--- config.mk ---
export PLATFORM = sky130hd
export DESIGN_NAME = bcd_down_counter_flat
export DESIGN_NICKNAME = d
export VERILOG_FILES = /design/src/rtl/bcd_down_counter_if.sv /design/src/rtl/bcd_down_counter.sv /design/src/flat_wrapper.sv
export SDC_FILE = /design/constraint.sdc
export NUM_CORES = 1
export LEC_CHECK = 0
export BUFFER_PORTS_ARGS = -buffer_cell sky130_fd_sc_hd__buf_2
export CORE_MARGIN = 3
export CORE_UTILIZATION = 45
export CTS_CLUSTER_SIZE = 25
export DETAILED_ROUTE_END_ITERATION = 7
export PLACE_DENSITY = 0.8
export SYNTH_ARGS = -nofsm -noshare
export SYNTH_HDL_FRONTEND = slang
export SYNTH_SLANG_ARGS = --single-unit
--- constraint.sdc ---
create_clock -name clk -period 2.3 [get_ports clk]
set_input_delay 0.46 -clock clk [delete_from_list [all_inputs] [get_ports clk]]
set_output_delay 0.46 -clock clk [all_outputs]
set_load 0.05 [all_outputs]
--- src/rtl/bcd_down_counter_if.sv ---
// Control and status bundle for the BCD countdown timer.
// The controller side (master) drives the load/enable inputs; the counter (slave) returns status.
interface bcd_down_counter_if #(
    parameter int DIGITS = 2
);
    logic                  load;
    logic [4*DIGITS-1:0]   load_val;
    logic                  en;
    logic [4*DIGITS-1:0]   c;
    logic                  zero;
    logic                  done;
    logic                  load_err;

    modport master (
        output load, load_val, en,
        input  c, zero, done, load_err
    );

    modport slave (
        input  load, load_val, en,
        output c, zero, done, load_err
    );
endinterface

--- src/rtl/bcd_down_counter.sv ---
// Multi-digit BCD countdown timer with load validation, terminal-count pulse
// and optional automatic reload of the last accepted start value.
//
//   state | meaning
//   ------+------------------------------------------------------------
//   IDLE  | holding the count (any value, including 0); EN is ignored
//   RUN   | decrementing once per enabled edge
module bcd_down_counter #(
    parameter int DIGITS      = 2,
    parameter bit AUTO_RELOAD = 1'b0
) (
    input  logic               clk,
    input  logic               reset,
    bcd_down_counter_if.slave  bus
);
    localparam int W = 4 * DIGITS;

    typedef enum logic {
        IDLE = 1'b0,
        RUN  = 1'b1
    } state_t;

    state_t          state;
    logic [W-1:0]    count;
    logic [W-1:0]    reload;
    logic [W-1:0]    dec_val;
    logic            done_q;
    logic            err_q;
    logic            load_ok;
    logic            is_zero;
    logic            is_one;

    // A load is accepted only if every nibble of the start value is a decimal digit.
    always_comb begin
        load_ok = 1'b1;
        for (int i = 0; i < DIGITS; i++) begin
            if (bus.load_val[4*i +: 4] > 4'd9) begin
                load_ok = 1'b0;
            end
        end
    end

    // Ripple-borrow BCD decrement: a digit steps down only while all lower digits are 0.
    always_comb begin
        logic borrow;
        borrow  = 1'b1;
        dec_val = count;
        for (int i = 0; i < DIGITS; i++) begin
            if (borrow) begin
                if (count[4*i +: 4] == 4'd0) begin
                    dec_val[4*i +: 4] = 4'd9;
                end else begin
                    dec_val[4*i +: 4] = count[4*i +: 4] - 4'd1;
                    borrow            = 1'b0;
                end
            end
        end
    end

    assign is_zero = (count == '0);
    assign is_one  = (count == W'(1));

    // Sequencer: reset beats load beats count-enable; pulses default low every cycle.
    always_ff @(posedge clk) begin
        if (reset) begin
            count  <= '0;
            reload <= '0;
            state  <= IDLE;
            done_q <= 1'b0;
            err_q  <= 1'b0;
        end else begin
            done_q <= 1'b0;
            err_q  <= 1'b0;
            if (bus.load) begin
                if (load_ok) begin
                    count  <= bus.load_val;
                    reload <= bus.load_val;
                    state  <= (bus.load_val != '0) ? RUN : IDLE;
                end else begin
                    err_q  <= 1'b1;
                end
            end else if (state == RUN && bus.en) begin
                if (is_zero) begin
                    // Only reachable with auto-reload: the zero has been shown for one cycle.
                    if (AUTO_RELOAD) begin
                        count <= reload;
                    end else begin
                        state <= IDLE;
                    end
                end else begin
                    count <= dec_val;
                    if (is_one) begin
                        done_q <= 1'b1;
                        if (!AUTO_RELOAD) begin
                            state <= IDLE;
                        end
                    end
                end
            end
        end
    end

    assign bus.c        = count;
    assign bus.zero     = is_zero;
    assign bus.done     = done_q;
    assign bus.load_err = err_q;
endmodule

--- src/flat_wrapper.sv ---
// flat-port wrapper written by rule: the top's interface ports become plain ports
module bcd_down_counter_flat 
#(
    parameter int DIGITS      = 2,
    parameter bit AUTO_RELOAD = 1'b0
)
  (clk, reset, bus_load, bus_load_val, bus_en, bus_c, bus_zero, bus_done, bus_load_err);
  bcd_down_counter_if #(.DIGITS(DIGITS)) bus_i ();
  input  logic clk;
  input  logic reset;
  input wire logic [$bits(bus_i.load)-1:0] bus_load;
  input wire logic [$bits(bus_i.load_val)-1:0] bus_load_val;
  input wire logic [$bits(bus_i.en)-1:0] bus_en;
  output wire logic [$bits(bus_i.c)-1:0] bus_c;
  output wire logic [$bits(bus_i.zero)-1:0] bus_zero;
  output wire logic [$bits(bus_i.done)-1:0] bus_done;
  output wire logic [$bits(bus_i.load_err)-1:0] bus_load_err;
  assign bus_i.load = bus_load;
  assign bus_i.load_val = bus_load_val;
  assign bus_i.en = bus_en;
  assign bus_c = bus_i.c;
  assign bus_zero = bus_i.zero;
  assign bus_done = bus_i.done;
  assign bus_load_err = bus_i.load_err;
  bcd_down_counter #(.DIGITS(DIGITS), .AUTO_RELOAD(AUTO_RELOAD)) u_core (.clk(clk), .reset(reset), .bus(bus_i));
endmodule
# --- Word-level counts from Yosys, hierarchy flattened ---
# Cells that the tools add are included.
totals:
  regBits: 11
  inputBits: 12
  elab_cells: 45
classes:
  n_addsub: 2
  n_lt_le_gt_ge: 2
  eq_ne: 3
  muxes: 18
  bitwise_logic: 2
  n_reduce_logical: 13
op_table:
  columns: ["op", "count"]
  rows:
  - ["2-to-1 mux 8 bit", 4]
  - ["2-to-1 mux 4 bit", 3]
  - ["2-to-1 mux 1 bit", 11]
  - ["== test 8 x 1 -> 1 bit (second input constant)", 1]
  - ["> comparator 4 bit (second input constant)", 2]
  - ["logical NOT 4 bit", 2]
  - ["logical NOT 8 bit", 1]
  - ["nonzero test 8 bit", 1]
  - ["subtractor 4 x 1 -> 4 bit (second input constant)", 2]
  - ["AND reduction 3 bit", 2]
  - ["AND reduction 4 bit", 1]
  - ["nonzero test 2 bit", 2]
  - ["OR reduction 4 bit", 1]
  - ["nonzero test 3 bit", 1]
  - ["inequality test 2 x 1 -> 1 bit (second input constant)", 1]
  - ["inequality test 2 bit (second input constant)", 1]
  - ["inverter 1 bit", 2]
  - ["OR reduction 2 bit", 1]
  - ["logical AND 1 bit", 1]

# --- Logic depth before layout (Yosys ltp) ---
depth:
  depth_word: 6
  mapped_depth: 5
  depth_no_buf: 4

# --- Worst setup path after synthesis ---
# Ideal clock, no wire load.
synth_timing:
  kind: "reg2out"
  from: "register u_core.count[2] (netlist: u_core.bus.c[2])"
  to: "output bus_zero"
  arrival_ps: 1791
  required_time_ps: 1840
  setup_slack_ps: 49
  stages_incl_launch_ff: 3
  n_path_buf: 0
  path_cell_list: "dfxtp_1 > or4_1 > nor2_1"
synth_between:
  elab_chain_cells: 1
synth_rtl:
  columns: ["item", "line_no", "rtl"]
  rows:
  - ["start, declared", "bcd_down_counter.sv:24", "logic [W-1:0] count;"]
  - ["start signal, assigned", "bcd_down_counter.sv:76", "count <= bus.load_val;"]
  - ["start signal, assigned", "bcd_down_counter.sv:86", "count <= reload;"]
  - ["start signal, assigned", "bcd_down_counter.sv:91", "count <= dec_val;"]
  - ["logical NOT 8 bit", "bcd_down_counter.sv:60", "assign is_zero = (count == '0);"]
  - ["end, declared", "flat_wrapper.sv:15", "output wire logic [$bits(bus_i.zero)-1:0] bus_zero;"]
# No other way between the ends.

# --- Worst setup path in the final report ---
layout_timing:
  from: "register u_core.count[4] (netlist: u_core.bus.c[4])"
  to: "output bus_zero"
# The elaborated chain is that of the path after synthesis.

==> implementation parameters <==
Parameter                              Value

Outcome
  Run status    finished, final reports clean

Detailed routing
  # DRC    0
  DR pass1 iterations    4
  Total detailed-routing wirelength    ~1.6 mm
  Detail-routed via count per cell    6.23
  Drt initial violations    23
  Average wire per standard cell    between 10 and 15 um
  Post-DRT Antenna Nets    0
  Total via count in the routed design    710

Pwr
  Leakage    0.343 nW
  Worst IR Drop VDD    326 uV
  Power per unit of standard cell area    632 nW/um^2

Floorplan
  DIE WIDTH    about 44 um
  Die extent in y    about 44 um
  Number of top-level pins    23
  Total Die Area    about 1900 sq um
  Initial Util    48.8%
  Core area    1320 sq um
  Number of rows in the core area    13

Cells and area
  Number of non-filler instances in the completed layout    around 110
  Antenna cells    0
  Final-stage net count    112
  Layout cells sized above 1    around 31%
  Area added between synthesis and finish    22.0%
  Fillcell total    123
  Final instance area    around 800 sq um

Clock tree
  Number of gates resized after CTS    0
  Clock-pin slew of the registers on the worst-case setup and hold paths    70 ps
  Count of clock tree sinks    11
  CTS Buffer Depth    2
  TritonCTS clock tree    yes
  Clock latency on the worst-skew pair    roughly 270 ps
  TritonCTS Buffers    3
  Count of H-tree levels built during CTS    1
  CTS root buf    sky130_fd_sc_hd__clkbuf_4
  Hold bufs inserted after CTS    0
  Buffers inserted by post-CTS timing repair    0

Logic synthesis
  Post-Syn Instances    76
  Warnings from Yosys    0
  Post-synthesis register bit count    11
  Average cell area after synthesis    about 8.5 sq um
  Number of nets in the synthesized netlist    88
  Asr flop ratio synth    0%
  Unique masters post-synth    36
  Post-synth EDFFs    0
  Part of the Yosys area used for sequential elements    around a third
  Mapped Area    643 sq um
  Dominant synthesized flop cell    sky130_fd_sc_hd__dfxtp_1

GRT
  GR Util met3    roughly 5%
  Largest net degree at the start of global routing    12
  M2 GR Usage    29.1%
  Total grt overflow    0
  Combined global-route utilization of all metal layers    18.6%
  Met1 Use GR    23.4%
  Number of global-route vias before repair    590
  First-pass GRT wire length    2.64 mm
  Antenna violations before repair    0
  Global-route layer with the greatest usage    met2

Min path
  Min-Delay Path Class    in2reg

Setup path
  Data arrival time of the critical path    about 1600 ps
  Startpoint Class    flip-flop
  Critical path class    reg2out
  Required time of the critical path    between 1500 and 2000 ps
  Crit path max fanout    8
  Element type at the critical path end    primary output

Timing
  Fin Clk Skew    4.13 ps
  Post-route setup TNS    0 ps
  Final period demand of the worst path    2060 ps
  Final setup violating endpoints    0
  Slew at the pin closest to its max-slew limit    a little over 300 ps
  Tcrit/Tclk final    89.4%
  Final Hold Violating Endpoints    0
  Pins Over Slew Limit    0
  Setup repair after global routing missed its margin    no
  Normalized max-slew margin    79.6%
  Worst slack on hold paths    494 ps
  Maximum clock frequency    486 MHz

Placed design
  Buffers added on ports    22
  Area after DPL    758 sq um
  Cell count after placement    110
  Routability congestion estimate from global placement    approximately 0.83
  Estimated wirelength of the detail-placed design    about 1.3 mm

Run
  Number of maximum-capacitance violations    0
==> where the power goes <==
group          switching (mW)  internal, mW
Combinational          0.0993        0.0478
Clock                  0.0666        0.0673
Sequential             0.0136         0.201
==> routing by layer <==
metal	wire, um	vias up
met4	27	0
met3	135	3
li1	-	349
met5	0	-
met1	713	319
met2	749	39
==> cell usage after synthesis (2+ instances only) <==
cell type / n / area, sq um
sky130_fd_sc_hd__a211oi_1: 2 / 15.0
sky130_fd_sc_hd__a21oi_1: 7 / 35.0
sky130_fd_sc_hd__a22o_1: 2 / 17.5
sky130_fd_sc_hd__a32o_1: 2 / 20.0
sky130_fd_sc_hd__buf_2: 2 / 10.0
sky130_fd_sc_hd__dfxtp_1: 11 / 220
sky130_fd_sc_hd__inv_1: 2 / 7.51
sky130_fd_sc_hd__nand2_1: 4 / 15.0
sky130_fd_sc_hd__nand3_1: 4 / 20.0
sky130_fd_sc_hd__nand3b_1: 2 / 15.0
sky130_fd_sc_hd__nor2_1: 4 / 15.0
sky130_fd_sc_hd__nor4_1: 2 / 12.5
sky130_fd_sc_hd__o21ai_0: 4 / 20.0
sky130_fd_sc_hd__o221ai_1: 2 / 17.5
sky130_fd_sc_hd__or3_1: 3 / 18.8
sky130_fd_sc_hd__or4_1: 3 / 22.5
==> critical path: stages, from the launching register on <==
cell and delay, ps:
sky130_fd_sc_hd__dfxtp_1 380, sky130_fd_sc_hd__or4_1 560, sky130_fd_sc_hd__nor2_1 120, sky130_fd_sc_hd__buf_2 260
==> per-stage QoR <==
step | power [mW] | util (%) | setup WS [ps]
6_report | 0.496 | 59.5 | 243
5_1_grt | 0.519 | 59.5 | 162
4_1_cts | 0.499 | 59.5 | 235
3_5_place_dp | 0.366 | 57.5 | 533
3_3_place_gp | 0.364 | 57.5 | 542
2_1_floorplan | 0.328 | - | 48.8
==> cells by family after synthesis <==
group | Yosys count | synth area share (%)
AOI/OAI and AO/OA | 28 | 31.9
buffers and inverters | 6 | 3.89
DFF | 11 | 34.2
muxes | 1 | 1.56
and+or+nand+nor | 30 | 28.4
==> cell usage in the layout (no fill, tap or decap), types with 2 or more instances in the layout <==
cell type                  count
sky130_fd_sc_hd__a22o_1        2
sky130_fd_sc_hd__or3_1         3
sky130_fd_sc_hd__a21oi_1       7
sky130_fd_sc_hd__a211oi_1      2
sky130_fd_sc_hd__nor2_1        4
sky130_fd_sc_hd__nand3_1       4
sky130_fd_sc_hd__inv_1         2
sky130_fd_sc_hd__nand2_1       4
sky130_fd_sc_hd__nand3b_1      2
sky130_fd_sc_hd__or4_1         3
sky130_fd_sc_hd__dfxtp_1      11
sky130_fd_sc_hd__o21ai_0       4
sky130_fd_sc_hd__buf_2        22
sky130_fd_sc_hd__nor4_1        2
sky130_fd_sc_hd__a32o_1        2
sky130_fd_sc_hd__clkbuf_4      3
sky130_fd_sc_hd__o221ai_1      2
==> final cells by class <==
cell class              count  area (sq um)  area share (%)
multi-input cells          59           398            50.7
well taps                  15          18.8            2.39
flip-flops and latches     11           220            28.1
repair buffers             22           110            14.0
inverters                   3          11.3            1.44
clock buffers               4          26.3            3.35
==> path summary, 6_finish.rpt <==
path	cells past startpoint	to	from	slack, ps
worst max-delay path	3	bus_zero	u_core.bus.c[4]$_SDFFE_PP0P_	240
worst max register to register	4	u_core.bus.c[1]$_SDFFE_PP0P_	u_core.bus.c[4]$_SDFFE_PP0P_	660
worst min-delay path	3	u_core.bus.c[0]$_SDFFE_PP0P_	bus_load_val[0]	490
worst min register to register	2	u_core.bus.c[6]$_SDFFE_PP0P_	u_core.bus.c[6]$_SDFFE_PP0P_	560
==> registers in the layout, indices dropped and copies added, names as in the netlist <==
name	cells
u_core.bus.c	8
u_core.bus.done	1
u_core.bus.load_err	1
u_core.state	1
(Power assumes the default switching activity.)
